--- src/rtl/serial_subtractor.sv ---
// serial_subtractor: bit-serial, LSB-first ripple subtractor.
// Computes diff = a - b - bin (mod 2^WIDTH) over WIDTH cycles using one borrow flop.
// Ports:
//   clk, rst_n     clock, asynchronous active-low reset
//   start          launch pulse, sampled only in IDLE
//   a, b, bin      minuend, subtrahend, borrow-in; captured on the accepting edge
//   busy           high while bits are being processed (WIDTH cycles)
//   done           one-cycle pulse; diff/bout/ovf valid
//   diff           result, held until the next operation completes
//   bout           unsigned borrow-out (a < b + bin)
//   ovf            signed two's-complement overflow
module serial_subtractor #(
   parameter int unsigned WIDTH = 8
) (
   input  logic             clk,
   input  logic             rst_n,
   input  logic             start,
   input  logic [WIDTH-1:0] a,
   input  logic [WIDTH-1:0] b,
   input  logic             bin,
   output logic             busy,
   output logic             done,
   output logic [WIDTH-1:0] diff,
   output logic             bout,
   output logic             ovf
);

   localparam int unsigned CW = $clog2(WIDTH);
   localparam logic [CW-1:0] LastCnt = CW'(WIDTH - 1);

   typedef enum logic [1:0] {StIdle, StShift, StDone} state_e;

   state_e           state_q, state_d;
   logic [WIDTH-1:0] a_q, a_d, b_q, b_d;
   logic [WIDTH-1:0] res_q, res_d;
   logic [WIDTH-1:0] diff_q, diff_d;
   logic             br_q, br_d;
   logic             bout_q, bout_d;
   logic             ovf_q, ovf_d;
   logic [CW-1:0]    cnt_q, cnt_d;
   logic             d_bit, br_next;

   always_ff @(posedge clk or negedge rst_n) begin
      if (!rst_n) begin
         state_q <= StIdle;
         a_q     <= '0;
         b_q     <= '0;
         res_q   <= '0;
         diff_q  <= '0;
         br_q    <= 1'b0;
         bout_q  <= 1'b0;
         ovf_q   <= 1'b0;
         cnt_q   <= '0;
      end else begin
         state_q <= state_d;
         a_q     <= a_d;
         b_q     <= b_d;
         res_q   <= res_d;
         diff_q  <= diff_d;
         br_q    <= br_d;
         bout_q  <= bout_d;
         ovf_q   <= ovf_d;
         cnt_q   <= cnt_d;
      end
   end

   // One full-subtractor cell on the current LSBs of the operand shifters.
   always_comb begin
      d_bit   = a_q[0] ^ b_q[0] ^ br_q;
      br_next = (~a_q[0] & b_q[0]) | (~(a_q[0] ^ b_q[0]) & br_q);
   end

   always_comb begin
      state_d = state_q;
      a_d     = a_q;
      b_d     = b_q;
      res_d   = res_q;
      diff_d  = diff_q;
      br_d    = br_q;
      bout_d  = bout_q;
      ovf_d   = ovf_q;
      cnt_d   = cnt_q;

      unique case (state_q)
         StIdle: begin
            if (start) begin
               a_d     = a;
               b_d     = b;
               br_d    = bin;
               res_d   = '0;
               cnt_d   = '0;
               state_d = StShift;
            end
         end
         StShift: begin
            a_d   = a_q >> 1;
            b_d   = b_q >> 1;
            br_d  = br_next;
            res_d = {d_bit, res_q[WIDTH-1:1]};
            if (cnt_q == LastCnt) begin
               // br_q here is the borrow into the MSB.
               diff_d  = {d_bit, res_q[WIDTH-1:1]};
               bout_d  = br_next;
               ovf_d   = br_q ^ br_next;
               cnt_d   = '0;
               state_d = StDone;
            end else begin
               cnt_d = cnt_q + CW'(1);
            end
         end
         StDone: begin
            state_d = StIdle;
         end
         default: begin
            state_d = StIdle;
         end
      endcase
   end

   assign busy = (state_q == StShift);
   assign done = (state_q == StDone);
   assign diff = diff_q;
   assign bout = bout_q;
   assign ovf  = ovf_q;

endmodule
--- config.mk ---
export PLATFORM = sky130hd
export DESIGN_NAME = serial_subtractor
export DESIGN_NICKNAME = d
export VERILOG_FILES = /design/src/rtl/serial_subtractor.sv
export SDC_FILE = /design/constraint.sdc
export NUM_CORES = 1
export LEC_CHECK = 0
export ABC_AREA = 1
export ABC_CLOCK_PERIOD_IN_PS = 1300
export CORE_UTILIZATION = 36
export DETAILED_ROUTE_END_ITERATION = 7
export GPL_TIMING_DRIVEN = 0
export PLACE_DENSITY = 0.68
export SETUP_SLACK_MARGIN = 0.05
export SYNTH_ARGS = -nofsm -noshare
export SYNTH_HDL_FRONTEND = slang
export SYNTH_SLANG_ARGS = --single-unit
--- constraint.sdc ---
create_clock -name clk -period 1.3 [get_ports clk]
set_clock_uncertainty 0.15 [all_clocks]
set_input_delay 0.13 -clock clk [delete_from_list [all_inputs] [get_ports clk]]
set_output_delay 0.13 -clock clk [all_outputs]
set_load 0.01 [all_outputs]
Word level (Yosys, flattened, before mapping) --
Cells that the tools add are included.
Word-level totals: output and inout bits 12, logic and storage cells 42, register bits 40, input port bits 20
Cells by class: reduce and logical (&&, ||, !) cells 5, bitwise logic cells 8, muxes and demuxes 14, equality and inequality tests 5, add/sub/neg operators 1
Operators by type and width (count):
- one-hot mux 8 bit (2 select lines) | 3
- two-way mux 8 bit | 3
- two-way mux 3 bit | 2
- one-hot mux 3 bit (2 select lines) | 1
- AND reduction 2 bit | 3
- two-way mux 2 bit | 2
- one-hot mux 2 bit (2 select lines) | 1
- adder 3 x 1 -> 3 bit, second input constant | 1
- equality test 3 bit, second input constant | 1
- XOR 1 bit | 3
- AND 1 bit | 2
- equality test 2 x 1 -> 1 bit, second input constant | 1
- equality test 2 bit, second input constant | 1
- logical NOT 2 bit | 1
- != test 2 x 1 -> 1 bit, second input constant | 1
- != test 2 bit, second input constant | 1
- inverter 1 bit | 2
- one-hot mux 1 bit (2 select lines) | 1
- nonzero test 2 bit | 1
- two-way mux 1 bit | 1
- OR 1 bit | 1

Depth between registers and ports, before layout --
depth in word-level cells 5, gate-level depth with buffers 7, gate-level depth less buffers 6

Least setup slack after synthesis --
No wires, ideal clock.
path type flip-flop to flip-flop, from register cnt_q[0], to register diff_q[7] (netlist: diff[7]), data required time 1074 ps, path buffers 1, slack -67 ps, library setup time 76 ps, clock period less this slack 1367 ps, data arrival time 1140 ps, cell stages (with the launch flop) 7, cells stage by stage dfrtp_1 -> ha_1 -> ha_1 -> nand2_4 -> buf_6 -> nand2_1 -> o21ai_1
Between the ends: longest elaborated chain between the ends 2
RTL lines:
- start: declaration | RTL line 40 | logic [CW-1:0] cnt_q, cnt_d;
- start signal: assignment | RTL line 63 | cnt_q <= cnt_d;
- equality test 3 bit | RTL line 100 | if (cnt_q == LastCnt) begin
- AND reduction 2 bit (no line)
- end signal: assignment | RTL line 59 | diff_q <= diff_d;
- end: declaration | RTL line 36 | logic [WIDTH-1:0] diff_q, diff_d;
Every way passes these cells. A chain may end at the register's enable or synchronous reset.

Final worst setup path --
from register state_q[0], to output port busy
Between the ends: longest elaborated chain between the ends 1
RTL lines:
- start: declaration | RTL line 33 | state_e state_q, state_d;
- start signal: assignment | RTL line 45 | state_q <= StIdle;
- start signal: assignment | RTL line 55 | state_q <= state_d;
- equality test 2 x 1 -> 1 bit | RTL line 120 | assign busy = (state_q == StShift);
- end: declaration | RTL line 21 | output logic busy,
Every way passes these cells.

==> run metrics <==
Reg clk slew, reported paths=0.08 ns; post-synth top area share=0.517; Core ar.=5070 um2; clock latency on the worst-skew pair=0.29 ns; Final Hold Viols=39; CP max stage delay=0.37 ns; Die H=74.4 um; RSZ-0062 raised after global routing=yes; Multi-input gate area=851 um2; CP Launch Type=flop; Worst Tran Pin Value=0.856 ns; Final Util=0.577; GPL Wtd Cong=0.724; vias in the first global route=1512; final non-filler cell area=2930 um2; Post-Syn Area=1890 um2; Detailed Place HPWL=2.49 mm; critical path's top delay family=buffers and inverters; Total Wirelength=4.68 mm; post-route ant nets=0; Slowest-stage cell, CP=dfrtp_1; ratio of cells with drive above 1 in the final layout=0.345; sequential cell area=977 um2; Root Buffer=clkbuf_8; Nets=312; dpl cell area=2300 um2; WL met1=2.09 mm; I/O pins=32; Syn Inst Count=221; DRT iter0 DRCs=107; largest net degree at the start of global routing=40; Die X-Extent=74.4 um; Synth area leader=dfrtp_1; Arrival @ worst endpoint=1.13 ns; end of the worst register-to-register path=diff[7]; Max Used Layer=met4; Tmin final=1.41 ns; Starting Density=0.372; flop2flop setup slack=-0.09 ns; cell area power density=2300 nW/um2; Lkg Pwr=1.46 nW; critical path, cell by cell=buf_6 > inv_4 > nor2_4 > buf_6 > buf_6; DIE AREA=5540 um2; sequential-to-total area share from yosys stat=0.517; initial antenna violation count=0; Worst Hold Class=in -> async; final period utilization=1.08; cell mode on critical path=buf_6; global-route wire length before repair=7.20 mm; setup ws final=-0.108 ns; Total GRT Usage=0.174; count of state elements after synthesis=39; R2R depth=4; CP Max Fanout=3; clk buf depth=2; metal3 WL=163 um; Slew Viols, Final=0; Crit Path Category=reg -> out; area grow syn2layout=55.0%; worst vdd ir=779 uV; Inserted Diodes=0; # rows=26; Setup WS pre-CTS=-0.455 ns; f_max=710 MHz; failing checks=hold timing, setup timing; Met2 Wirelength=2.32 mm; Data required, critical path=1.02 ns; status=finished with violations; detailed-route via count=1651; wire per inst=13.0 um; synth unique cells=21; DRC Markers=0; cts bufs inserted=5; Max H-tree Level=2; Synthesized Nets=244; Fillers=437; Worst setup EP type=output port; CTS tree=yes; Clock Sinks=39; gr ovfl total=0; Max-Cap Viols=0; Worst slew margin=0.430; Total Power=6.72 mW; Buffers on Ports=31; synth top area cells=dfrtp_1 52%, nand2_1 13%, nand3_1 9.0%; vias per cell=4.59; Final setup viols=35; syn_area_per_cell=8.55 um2; Yosys Warn Count=0; First-pass DRT Iterations=4; reg2reg start=b_q[0]; worst hold slack=-0.205 ns; Buf/Inv on CP=4
-- per-layer routing --
layer / track usage / up-vias
met5: 0 / -
met4: 0.0713 / 0
met3: 0.0339 / 12
met2: 0.269 / 35
met1: 0.241 / 786
li1: - / 818
-- state kept, by name, summed over array words and instances (netlist names) --
signal   count
a_q          8
b_q          8
bout         1
br_q         1
cnt_q        3
diff         8
ovf          1
res_q        7
state_q      2
-- cells in the final DEF, fill, tap and decap left out, types with 3 or more instances in the layout --
cell / netlist / layout
inv_1: 37 / 35
o21ai_1: 9 / 3
clkdlybuf4s15_1: 0 / 7
nand2_4: 3 / 4
nand2_1: 66 / 51
nand2_8: 1 / 4
buf_8: 0 / 6
o21ai_2: 8 / 15
dlygate4sd2_1: 0 / 3
nor2_4: 1 / 3
dfrtp_1: 39 / 38
nand2_2: 0 / 11
clkdlybuf4s50_1: 0 / 18
clkbuf_8: 0 / 6
buf_6: 4 / 13
nand3_1: 34 / 31
buf_4: 3 / 18
nand3_2: 0 / 3
-- area by class of cell --
cell class,instances,area share
tap,70,0.0299
clock buffer,7,0.0295
multi-input combinational,133,0.290
timing repair buffer,61,0.211
inverter,40,0.0564
buffer,9,0.0457
sequential,39,0.334
clock inverter,1,0.00299
-- worst register-to-register path, cell delays in order, from the launching register on --
cell	delay (ns)
dfrtp_1	0.37
inv_2	0.05
fa_2	0.57
nand2_2	0.07
o21ai_1	0.11
-- cells by family after synthesis --
family	share of synthesized area
AND/OR/NAND/NOR	0.264
XOR/XNOR	0.00464
adder cells (fa/ha/maj)	0.0238
AO/OA/AOI/OAI	0.0689
buffers and inverters	0.123
flip-flops	0.517
-- power breakdown --
part | leakage [nW] | switching [mW] | total, mW | internal, mW
clock network | 0.0484 | 0.421 | 0.855 | 0.435
logic | 0.932 | 1.85 | 3.77 | 1.92
registers | 0.483 | 0.330 | 2.10 | 1.77
-- worst max-delay path by stage --
| stage | from | end | depth (start not counted) |
|---|---|---|---|
| 2_1_floorplan | a_q[0] | diff[7] | 3 |
| 3_3_place_gp | rst_n | a_q[4] | 1 |
| 3_5_place_dp | state_q[0] | busy | 5 |
| 4_1_cts | state_q[0] | busy | 5 |
| 5_1_grt | b_q[0] | diff[7] | 4 |
| 6_report | state_q[0] | busy | 5 |
-- synth_stat cells --
cell type and count:
inv_2 1, o21ai_2 8, o21ai_0 2, fa_1 1
dfrtp_1 39, nand2_4 3, buf_6 4, a21oi_1 1
buf_2 1, clkbuf_1 1, nand3_1 34, nand2_8 1
inv_4 2, ha_1 2, xnor2_1 1, nand2_1 66
nor2_4 1, nor2_1 4, o21ai_1 9, buf_4 3
inv_1 37
-- metrics by stage --
step | TNS, ns | instances
floorplan | -0.0189 | 221
global placement | -44.56 | 322
detailed placement | -4.05 | 322
CTS | -1.95 | 348
global route | -3.20 | 360
finish | -1.64 | 360
-- repair_timing --
action,4_1_cts,5_1_grt
setup buffers,15,12
setup endpoints to repair,48,51
gates cloned,3,0
resized for setup,77,22
hold endpoints to repair,39,39
pin swaps,15,5
No activity file was read; power rests on OpenSTA's default activity.
==> RTL edit 1, RTL diff (same settings) <==
Set the parameter `WIDTH` to 32 (it was 8).
--- a/src/rtl/serial_subtractor.sv
+++ b/src/rtl/serial_subtractor.sv
@@ -12,3 +12,3 @@
 module serial_subtractor #(
-   parameter int unsigned WIDTH = 8
+   parameter int unsigned WIDTH = 32
 ) (
Ports: changed (resized a, b and diff); port bits go from 32 to 104. No check against the original RTL was run, so the function may have changed too.
==> RTL edit 1 against the unedited design <==
The run ends with negative setup slack left. Sequential cell count rose by 98. Critical path depth increased by 4. Final area grew to 3.5 times the old value. First-iteration DRC count grew to 2.7 times the old value. Worst setup slack got worse by 0.32 ns. Wire length grew to 3.7 times the old value. Power grew to 3.6 times the old value. Synthesized area rose to 3.3 times the old value. Largest cell class unchanged. Highest routed layer unchanged.
==> RTL edit 1: results (changes against the unedited design) <==
critical path peak fanout - 6 (was 3)
status - complete, but fails checks (unchanged)
Seq/Total Area, Yosys - 55.1% (was 51.7%)
# setup viols final - 139 (was 35)
Synth area leaders - dfrtp_1 55%, nand2_1 18%, inv_1 10%, nand3_1 5.2%, o22ai_1 3.2% (was dfrtp_1 52%, nand2_1 13%, nand3_1 9.0%, inv_1 7.4%, o21ai_2 3.7%)
Pleak - 0.00530 uW (was 0.00146 uW)
logic gate share of total power - 47.9% (was 56.1%)
worst vdd ir - 1300 uV (was 779 uV)
clk cell area share - 5.90% (was 3.25%)
post-synth cell types - 19 (was 21)
routed wl met2 - 8.81 mm (was 2.32 mm)
setup ws final - -0.428 ns (was -0.108 ns)
internal power - 14900 uW (was 4120 uW)
Syn Inst Count - 797 (was 221)
syn nets - 868 (was 244)
Buffers on Ports - 103 (was 31)
critical path class - reg -> reg (was reg -> out)
Worst Tran Pin Value - 0.471 ns (was 0.856 ns)
largest net degree at the start of global routing - 89 (was 40)
synth cell count leaders - 303 x nand2_1, 165 x inv_1, 137 x dfrtp_1, 65 x nand3_1, 32 x o22ai_1 (was 66 x nand2_1, 39 x dfrtp_1, 37 x inv_1, 34 x nand3_1, 9 x o21ai_1)
met3 Use GR - 4.03% (was 3.39%)
comb_multi_in - 451 (was 133)
Worst Setup EP - diff[29] (was busy)
Fill cells - 1419 (was 437)
Avg Vias per Cell - 4.61 (was 4.59)
mean post-synth cell area - 7.80 um2 (was 8.55 um2)
Reg clk slew, reported paths - 0.06 ns (was 0.08 ns)
Buffers, non-clock - 223 (was 70)
failing checks - negative setup slack (was negative hold slack, negative setup slack)
r2r startpoint - cnt_q[1] (was b_q[0])
pre-CTS setup slack - -0.551 ns (was -0.455 ns)
-- RTL edit 1: kinds of logic after synthesis --
kind of cell,share of synthesized area (%)
AOI/OAI and AO/OA,6.20
xor gates and xnor gates,0.141
adders and majority gates,0.724
buffers and inverters,13.3
DFF,55.1
and+or+nand+nor,24.5
-- RTL edit 1: worst min-delay path by stage --
stage	start	endpoint	slack [ns]	depth (start not counted)
after CTS	rst_n	a_q[8]	0.08	2
after global placement	b_q[23]	b_q[23]	0.31	2
final	rst_n	a_q[5]	0.07	2
after floorplan	rst_n	a_q[0]	-0.32	0
after global routing	rst_n	a_q[5]	0.09	2
after detailed placement	rst_n	a_q[8]	-0.03	1
-- RTL edit 1: worst register-to-register path: stages (launching register included) --
cell,delay (ns)
dfrtp_1,0.41
ha_4,0.16
nand2_2,0.06
nor2_2,0.12
ha_2,0.21
nand2_4,0.09
buf_8,0.16
buf_16,0.14
nand2_2,0.04
o21ai_1,0.07
==> RTL edit 2, RTL diff (same settings) <==
Made on the original files. Add an input register stage for `start`, `a`, `b` and `bin`, without a reset; this delays them by one clock. Comments in the files are not updated.
--- a/src/rtl/serial_subtractor.sv
+++ b/src/rtl/serial_subtractor.sv
@@ -31,2 +31,14 @@
    typedef enum logic [1:0] {StIdle, StShift, StDone} state_e;
+
+   logic start_q;
+   logic [WIDTH-1:0] a_r;
+   logic [WIDTH-1:0] b_r;
+   logic bin_q;
+
+   always_ff @(posedge clk) begin
+      start_q <= start;
+      a_r     <= a;
+      b_r     <= b;
+      bin_q   <= bin;
+   end
 
@@ -85,6 +97,6 @@
          StIdle: begin
-            if (start) begin
-               a_d     = a;
-               b_d     = b;
-               br_d    = bin;
+            if (start_q) begin
+               a_d     = a_r;
+               b_d     = b_r;
+               br_d    = bin_q;
                res_d   = '0;
Function: changed (a bounded check fails within 4 cycles, from zero or initial values and one cycle with rst_n low).
==> RTL edit 2 against the unedited design <==
The run still ends with negative hold slack, negative setup slack left. Final area grew 18%. Utilization grew 0.073 points. Maximum frequency shrank 3.4%. Worst setup slack lost 0.049 ns. Synthesized area grew 20%. Global-route usage shrank 0.68 points. Wire length grew 12%. Sequential power grew 29%. Power grew 20%. Sequential cell count grew 18. Largest power group unchanged.
==> RTL edit 2: results (changes against the unedited design) <==
status - complete, but fails checks (unchanged)
failing checks - negative hold slack, negative setup slack (unchanged)
setup ws final - -0.157 ns (was -0.108 ns)
Hold Fails Final Rpt - 39 (unchanged)
asr flop ratio synth - 68.4% (was 100%)
Syn Inst Count - 246 (was 221)
DR WL met3 - 263 um (was 163 um)
routed wl met2 - 2.66 mm (was 2.32 mm)
syn nets - 269 (was 244)
H-tree depth - 3 (was 2)
met3 Use GR - 5.28% (was 3.39%)
worst vdd ir - 1080 uV (was 779 uV)
Routed wire per std cell - 13.2 um (was 13.0 um)
clock-net power - 1390 uW (was 855 uW)
Seq/Total Area, Yosys - 59.1% (was 51.7%)
worst hold slack - -0.230 ns (was -0.205 ns)
pre-CTS setup slack - -0.434 ns (was -0.455 ns)
Setup TNS - -3.03 ns (was -1.64 ns)
# setup viols final - 36 (was 35)
first-pass GRT wire length - 8.01 mm (was 7.20 mm)
area share of fa/ha/maj cells after synthesis - 1.99% (was 2.38%)
post-detail-place hpwl - 2.68 mm (was 2.49 mm)
CTS resizes - 95 (was 77)
met2 GRT Util - 27.1% (was 26.9%)
layout cell share with drive strength beyond 1 - 35.5% (was 34.5%)
DRT met1 WL - 2.21 mm (was 2.09 mm)
[RTL edit 2: final timing paths]
| check | endpoint | slack, ns | cells past startpoint |
|---|---|---|---|
| worst max-delay path | busy | -0.16 | 5 |
| worst min-delay path | diff[4] | -0.23 | 1 |
| worst max register to register | b_q[0] | -0.14 | 7 |
| worst min register to register | b_q[7] | 0.30 | 2 |
| max in group asynchronous | state_q[1] | 0.61 | 1 |
| min in group clk | a_r[5] | 0.08 | 1 |
[RTL edit 2: metrics by stage]
step | area, um2 | total power (uW) | hold WS [ns]
after floorplan | 2280 | 4400 | -0.316
after global placement | 2690 | 5100 | 0.279
after detailed placement | 2680 | 5190 | 0.162
after CTS | 3240 | 7400 | -0.201
after global routing | 3460 | 8620 | -0.158
final | 3460 | 8090 | -0.230
[RTL edit 2: cell type report]
class                      count  area share, %
buffer                        12           5.20
multi-input combinational    137           26.7
clock buffer                  15           4.52
tap                           75           2.71
timing repair buffer          58           17.5
clock inverter                 1          0.145
inverter                      41           4.59
sequential                    57           38.6
